$ cat src/rtl/pulse_to_level.sv
// Stretches one-cycle event strobes into level pulses with
// guaranteed high time, low gap and a queue of pending events.
module pulse_to_level #(
  parameter int HOLD_CYCLES = 4,
  parameter int GAP_CYCLES  = 1,
  parameter int PEND_W      = 4
) (
  input  logic              clk_i,
  input  logic              rst_i,
  input  logic              pulse_i,
  input  logic              clr_i,
  output logic              level_o,
  output logic              busy_o,
  output logic              done_o,
  output logic [PEND_W-1:0] pend_o,
  output logic              ovf_o
);

  localparam int CMAX =
    ((HOLD_CYCLES > GAP_CYCLES) ? HOLD_CYCLES : GAP_CYCLES) - 1;
  localparam int CW = (CMAX < 1) ? 1 : $clog2(CMAX + 1);

  localparam logic [CW-1:0] HOLD_LD = CW'(HOLD_CYCLES - 1);
  localparam logic [CW-1:0] GAP_LD  = CW'(GAP_CYCLES - 1);
  localparam logic [PEND_W-1:0] PMAX = '1;

  typedef enum logic [1:0] {
    IDLE,
    HIGH,
    GAP
  } state_t;

  state_t            state_q;
  logic [CW-1:0]     cnt_q;
  logic [PEND_W-1:0] pend_q;
  logic              level_q;
  logic              busy_q;
  logic              done_q;
  logic              ovf_q;

  logic cnt_zero;
  logic has_pend;
  logic launch;
  logic inc;
  logic dec;

  assign cnt_zero = (cnt_q == '0);
  assign has_pend = (pend_q != '0);

  // A launch consumes either a queued event or the live strobe.
  assign launch = (state_q == GAP) && cnt_zero
                && (has_pend || pulse_i);

  assign inc = pulse_i && ((state_q == HIGH)
             || ((state_q == GAP) && !launch));

  assign dec = launch && has_pend && !pulse_i;

  always_ff @(posedge clk_i or posedge rst_i) begin
    if (rst_i) begin
      state_q <= IDLE;
      cnt_q   <= '0;
      pend_q  <= '0;
      level_q <= 1'b0;
      busy_q  <= 1'b0;
      done_q  <= 1'b0;
      ovf_q   <= 1'b0;
    end else if (clr_i) begin
      state_q <= IDLE;
      cnt_q   <= '0;
      pend_q  <= '0;
      level_q <= 1'b0;
      busy_q  <= 1'b0;
      done_q  <= 1'b0;
      ovf_q   <= 1'b0;
    end else begin
      done_q <= 1'b0;
      unique case (state_q)
        IDLE: begin
          if (pulse_i) begin
            state_q <= HIGH;
            cnt_q   <= HOLD_LD;
            level_q <= 1'b1;
            busy_q  <= 1'b1;
          end
        end
        HIGH: begin
          if (cnt_zero) begin
            state_q <= GAP;
            cnt_q   <= GAP_LD;
            level_q <= 1'b0;
            done_q  <= 1'b1;
          end else begin
            cnt_q <= cnt_q - CW'(1);
          end
        end
        GAP: begin
          if (!cnt_zero) begin
            cnt_q <= cnt_q - CW'(1);
          end else if (launch) begin
            state_q <= HIGH;
            cnt_q   <= HOLD_LD;
            level_q <= 1'b1;
          end else begin
            state_q <= IDLE;
            busy_q  <= 1'b0;
          end
        end
        default: begin
          state_q <= IDLE;
          cnt_q   <= '0;
          level_q <= 1'b0;
          busy_q  <= 1'b0;
        end
      endcase

      // Saturated queue drops the event and flags it.
      if (inc) begin
        if (pend_q == PMAX) begin
          ovf_q <= 1'b1;
        end else begin
          pend_q <= pend_q + PEND_W'(1);
        end
      end else if (dec) begin
        pend_q <= pend_q - PEND_W'(1);
      end
    end
  end

  assign level_o = level_q;
  assign busy_o  = busy_q;
  assign done_o  = done_q;
  assign pend_o  = pend_q;
  assign ovf_o   = ovf_q;

endmodule

$ cat config.mk
export PLATFORM = sky130hd
export DESIGN_NAME = pulse_to_level
export DESIGN_NICKNAME = d
export VERILOG_FILES = /design/src/rtl/pulse_to_level.sv
export SDC_FILE = /design/constraint.sdc
export NUM_CORES = 1
export LEC_CHECK = 0
export CORE_ASPECT_RATIO = 1.25
export CORE_MARGIN = 8
export CORE_UTILIZATION = 35
export CTS_CLUSTER_DIAMETER = 30
export DETAILED_ROUTE_END_ITERATION = 16
export SYNTH_ARGS = -nofsm -noshare
export SYNTH_HDL_FRONTEND = slang
export SYNTH_SLANG_ARGS = --single-unit
$ cat constraint.sdc
create_clock -name clk_i -period 2.26 [get_ports clk_i]
set_clock_uncertainty 0.15 [all_clocks]
set_input_delay 0.452 -clock clk_i [delete_from_list [all_inputs] [get_ports clk_i]]
set_output_delay 0.452 -clock clk_i [all_outputs]
set_load 0.005 [all_outputs]
# == Yosys cells after proc, flatten, opt, wreduce, memory -nomap -nowiden ==
# Index checks and enable logic that the tools add are counted.
# op_classes
n_addsub,3
n_mul,0
div,0
n_lt_le_gt_ge,0
n_eq_ne,11
shifts,0
muxes,32
bitwise,0
reduce_logical,22
# ops
cell,n
$mux W2,9
$ne A3 B3 Y1 const B,6
$mux W4,4
$mux W1,15
$pmux W2 S3,2
$reduce_and A4 Y1,2
$logic_and A1 B1 Y1,6
$pmux W1 S3,2
$reduce_and A2 Y1,3
$add A4 B1 Y4 const B,1
$eq A4 B4 Y1 const B,1
$logic_not A2 Y1,2
$ne A4 B4 Y1 const B,1
$reduce_bool A2 Y1,2
$reduce_bool A4 Y1,1
$sub A4 B1 Y4 const B,1
$reduce_and A3 Y1,1
$reduce_bool A3 Y1,1
$eq A2 B1 Y1 const B,1
$eq A2 B2 Y1 const B,1
$logic_not A1 Y1,2
$logic_or A1 B1 Y1,2
$ne A2 B2 Y1 const B,1
$sub A2 B1 Y2 const B,1
# totals
regBits,12
latchBits,0
ram_bits,0
romBits,0
input_bits,4
out_inout_bits,8
word_cells,75
mem_count,0

# == Longest topological paths before layout ==
# depth
ltp_word,9
ltp_mapped,11
mapped_depth_nobuf,10

# == Worst setup path before layout ==
# Ideal clock, no wire load.
# synth_timing
path_kind,flip-flop to flip-flop
from,register cnt_q[0]
to,register pend_q[3] (netlist: pend_o[3])
setup_ns,0.157
t_arrival_ns,2.146
required_ns,1.953
setup_slack_ns,-0.193
path_stages_with_launch,12
n_path_buf,1
period_less_slack_ns,2.453
cell_sequence,dfrtp_1 -> inv_1 -> ha_1 -> buf_2 -> nor3b_2 -> o21a_1 -> inv_1 -> ha_1 -> a21oi_1 -> nand2_1 -> a32oi_1 -> o311ai_0
# synth_via
elab_chain_cells,9
elab_cells_between_ends,14
cone_classes,eq/ne: 1; mux: 2; reduce/logical: 11
# synth_lines
item,line,rtl
"start, declared",34,logic [CW-1:0] cnt_q;
"start signal, assigned",94,cnt_q <= cnt_q - CW'(1);
"start signal, assigned",99,cnt_q <= cnt_q - CW'(1);
$logic_not A2 Y1 (*),47,assign cnt_zero = (cnt_q == '0);
$logic_and A1 B1 Y1 (*),51,assign launch = (state_q == GAP) && cnt_zero
$logic_and A1 B1 Y1 (*),52,&& (has_pend || pulse_i);
$logic_not A1 Y1,55,|| ((state_q == GAP) && !launch));
$logic_and A1 B1 Y1,55,
$logic_or A1 B1 Y1,55,
$logic_and A1 B1 Y1,54,assign inc = pulse_i && ((state_q == HIGH)
"$ne A3 B3 Y1 (no source line), or another cell as far along",--,
$reduce_and A2 Y1 (no source line) or $mux W4 (tied branches),--,
"end signal, assigned",122,pend_q <= pend_q + PEND_W'(1);
"end signal, assigned",125,pend_q <= pend_q - PEND_W'(1);
"end, declared",35,logic [PEND_W-1:0] pend_q;
# Mark *: on every way between the ends. The rest lies on a longest branch, timed or not.
# A chain may end at the register's enable or synchronous reset.

# == Final worst setup path ==
# Same ends and word-level chain as after synthesis.

==> out/metrics.csv <==
stage,metric,value,unit
timing,final setup violating endpoints,0,
outcome,outcome,"complete, no violations",
floorplan,DIE HEIGHT,70.10,um
logic_synthesis,Yosys warning total,0,
logic_synthesis,"Distinct cells, synth",38,
logic_synthesis,Synth Cell Area,819.5,um^2
clock_tree,CTS buffer count,3,
floorplan,Core Footprint,2211,um^2
clock_tree,Clock Path Buffers,2,
clock_tree,CTS sink cnt,12,
timing,final period utilization,96.82,%
final_layout,fin util,50.03,%
drt,via count,748,
logic_synthesis,sequential cell area fraction in the yosys report,36.64,%
timing,Min Hold Slack,334.7,ps
final_layout,Multi-input gate area,514.2,um^2
logic_synthesis,post-synthesis xor/xnor area fraction,1.069,%
clock_tree,CTS root buf,clkbuf_4,
floorplan,floorplan row count,19,
placed_design,Port Buf Inserts,11,
power_and_ir_drop,leakage dissipation,0.4904,nW
floorplan,initial core utilization,37.07,%
clock_tree,CTS tree,done,
min_path,min-delay worst type,primary input to async pin,
drt,vias per cell,5.343,
worst_setup_path,CP max-delay cell,dfrtp_1,
grt,Global Route Usage Sum,10.39,%
power_and_ir_drop,P per Cell Area,666.1,nW/um^2
clock_tree,Skew-Pair Late Insertion Delay,270,ps
logic_synthesis,area share of fa/ha/maj cells after synthesis,10.08,%
logic_synthesis,Post-Synth Simple-Gate Area,22.60,%
drt,drt drc,0,
placed_design,DP Cell Count,134,
placed_design,DP HPWL,1.557,mm
placed_design,Post-DP Area,1033,um^2
worst_setup_path,CP Launch Type,flip-flop,
final_layout,most frequent cells in the layout,"dfrtp_1, buf_4, clkdlybuf4s50_1",
final_layout,Layout area overhead,34.96,%
placed_design,GPL Wtd Cong,0.8093,
worst_setup_path,Setup Crit Path Kind,flip-flop to flip-flop,
final_layout,share of layout cells above drive strength 1,22.94,%
clock_tree,H-tree depth,1,
timing,final hold violations,0,
grt,vias in the first global route,744,
clock_tree,clk slew on worst S/H paths,80,ps
timing,Slew headroom,68.71,%
floorplan,die area,4156,um^2
worst_setup_path,Worst setup EP type,flip-flop,
worst_setup_path,"Data arrival, critical path",2170,ps
floorplan,I/O pin cnt,12,
final_layout,# diodes,0,
timing,Final Max Slew Viols,0,
final_layout,Post-Layout Cell Count,140,
grt,grt ovf,0,
power_and_ir_drop,Worst VDD drop,0.0003861,V
drt,drt first-iter violations,15,
logic_synthesis,Synth Register Bits,12,
job,max_cap viols,0,
final_layout,Nets,121,
timing,measured slew at the worst slew-check pin,468.9,ps
final_layout,filler instances,229,
floorplan,DIE WIDTH,59.28,um
drt,drt first pass iters,4,
grt,pin count of the biggest net entering global routing,13,
timing,Final min period,2188,ps
logic_synthesis,synthesized netlist cell count,88,
logic_synthesis,Mapped Nets,98,
drt,Detailed Route WL,2.089,mm
worst_setup_path,critical path's largest stage delay,370,ps
worst_setup_path,Worst EP required,2240,ps
logic_synthesis,mux cell area share after synthesis,3.817,%
grt,antenna violations before repair,0,
final_layout,register area,300.3,um^2
drt,Antenna Nets Post-Route,0,
logic_synthesis,compound-cell area share of the yosys netlist,19.08,%
grt,first-pass GRT wire length,3.443,mm
logic_synthesis,Synth Area per Inst,9.313,um^2
worst_setup_path,CP max FO,4,
worst_setup_path,R2R Setup Slk,70,ps
worst_setup_path,critical-path cell list,inv_2 -> ha_4 -> nor3b_4 -> o21a_1 -> inv_2 -> ha_4 -> a21oi_4 -> nand2_2 -> a32oi_1 -> o311ai_1,
logic_synthesis,largest family of logic cells by synthesized area,simple AND/OR/NAND/NOR gates,
timing,Fmax,457.0,MHz
drt,Routed wire per std cell,14.92,um
worst_setup_path,R2R depth,10,
final_layout,final instance area,1106,um^2
## Yosys cell counts, drive strengths merged
master / count / share of area (%)
nand2b: 3 / 2.3
o31ai: 1 / 0.92
a21o: 2 / 1.8
a211oi: 2 / 1.8
inv: 8 / 3.7
or4: 2 / 1.8
and3b: 1 / 1.1
o21a: 1 / 0.92
nor3b: 2 / 2.4
nor3: 2 / 1.2
xor2: 1 / 1.1
nand3: 2 / 1.2
mux2i: 2 / 2.4
fa: 1 / 2.4
nor4: 2 / 3.4
nor2b: 2 / 1.5
nand2: 5 / 2.3
mux2: 1 / 1.4
clkbuf: 2 / 0.92
o311ai: 1 / 1.1
a32oi: 1 / 1.1
a21oi: 8 / 5.3
o21ai: 2 / 1.2
buf: 3 / 2.1
o21bai: 1 / 0.92
a2111o: 1 / 1.4
dfrtp: 12 / 37
o22ai: 1 / 0.76
a21boi: 1 / 0.92
nand4b: 1 / 1.1
nand4: 2 / 1.5
ha: 5 / 7.6
o211ai: 1 / 0.92
nor2: 6 / 2.7
## final timing paths
check,startpoint,endpoint
worst max-delay path,cnt_q[0],pend_o[3]
worst min-delay path,rst_i,state_q[1]
worst max register to register,cnt_q[0],pend_o[3]
worst min register to register,ovf_o,ovf_o
max in group asynchronous,rst_i,pend_o[3]
min in group clk_i,ovf_o,ovf_o
## through the flow
step                      power (mW)  setup TNS (ps)  setup WS [ps]
after floorplan               0.4637               0          11.04
after global placement        0.5570               0          12.30
after detailed placement      0.5671          -157.5         -157.5
after CTS                     0.7091               0          37.87
after global routing          0.7878          -15.53         -15.53
final                         0.7368               0          71.89
## sequential cells by signal, indices dropped and copies added (netlist names)
name / cells
busy_o: 1
cnt_q: 2
done_o: 1
level_o: 1
ovf_o: 1
pend_o: 4
state_q: 2
## timing repair
action,in CTS,in global routing
resized for setup,2,4
pin swaps,2,6
setup endpoints to repair,1,2
hold buffers,0,0
buffers inserted,1,2
## area by class of cell
type | instances | share of cell area (%)
Clock buffer | 3 | 2.036
Multi-Input combinational cell | 63 | 46.49
Timing Repair Buffer | 23 | 18.10
Sequential cell | 12 | 27.15
Tap cell | 31 | 3.507
Inverter | 8 | 2.715
## power breakdown
part / internal (mW) / total (mW) / switching (mW)
Sequential: 0.241 / 0.282 / 0.0411
Combinational: 0.168 / 0.323 / 0.155
Clock: 0.0616 / 0.131 / 0.0697
Total: 0.471 / 0.737 / 0.266
## worst max-delay path: cells and delay by family (launching register included)
family	cells	cell delay (ps)
compound gates	4	710
fa+ha+maj	2	410
buf+inv	2	130
flops	1	370
simple gates	2	280
## per-layer routing
| layer | part of all wire, % | wire length [um] | vias to the layer above | global-route usage (%) |
|---|---|---|---|---|
| li1 | - | - | 361 | - |
| met2 | 51 | 1067 | 13 | 16.85 |
| met4 | 1.1 | 22 | 0 | 5.867 |
| met1 | 44 | 910 | 372 | 11.93 |
| met5 | 0 | 0 | - | 0 |
| met3 | 4.2 | 88 | 2 | 2.381 |
## cells by family (layout without fill, tap and decap cells)
logic type | Yosys count | count (layout)
xor+xnor | 1 | 1
flops | 12 | 12
fa+ha+maj | 6 | 6
compound gates | 23 | 23
simple gates | 30 | 30
buf+inv | 13 | 34
mux | 3 | 3
Power figures use the tool's default switching activity.
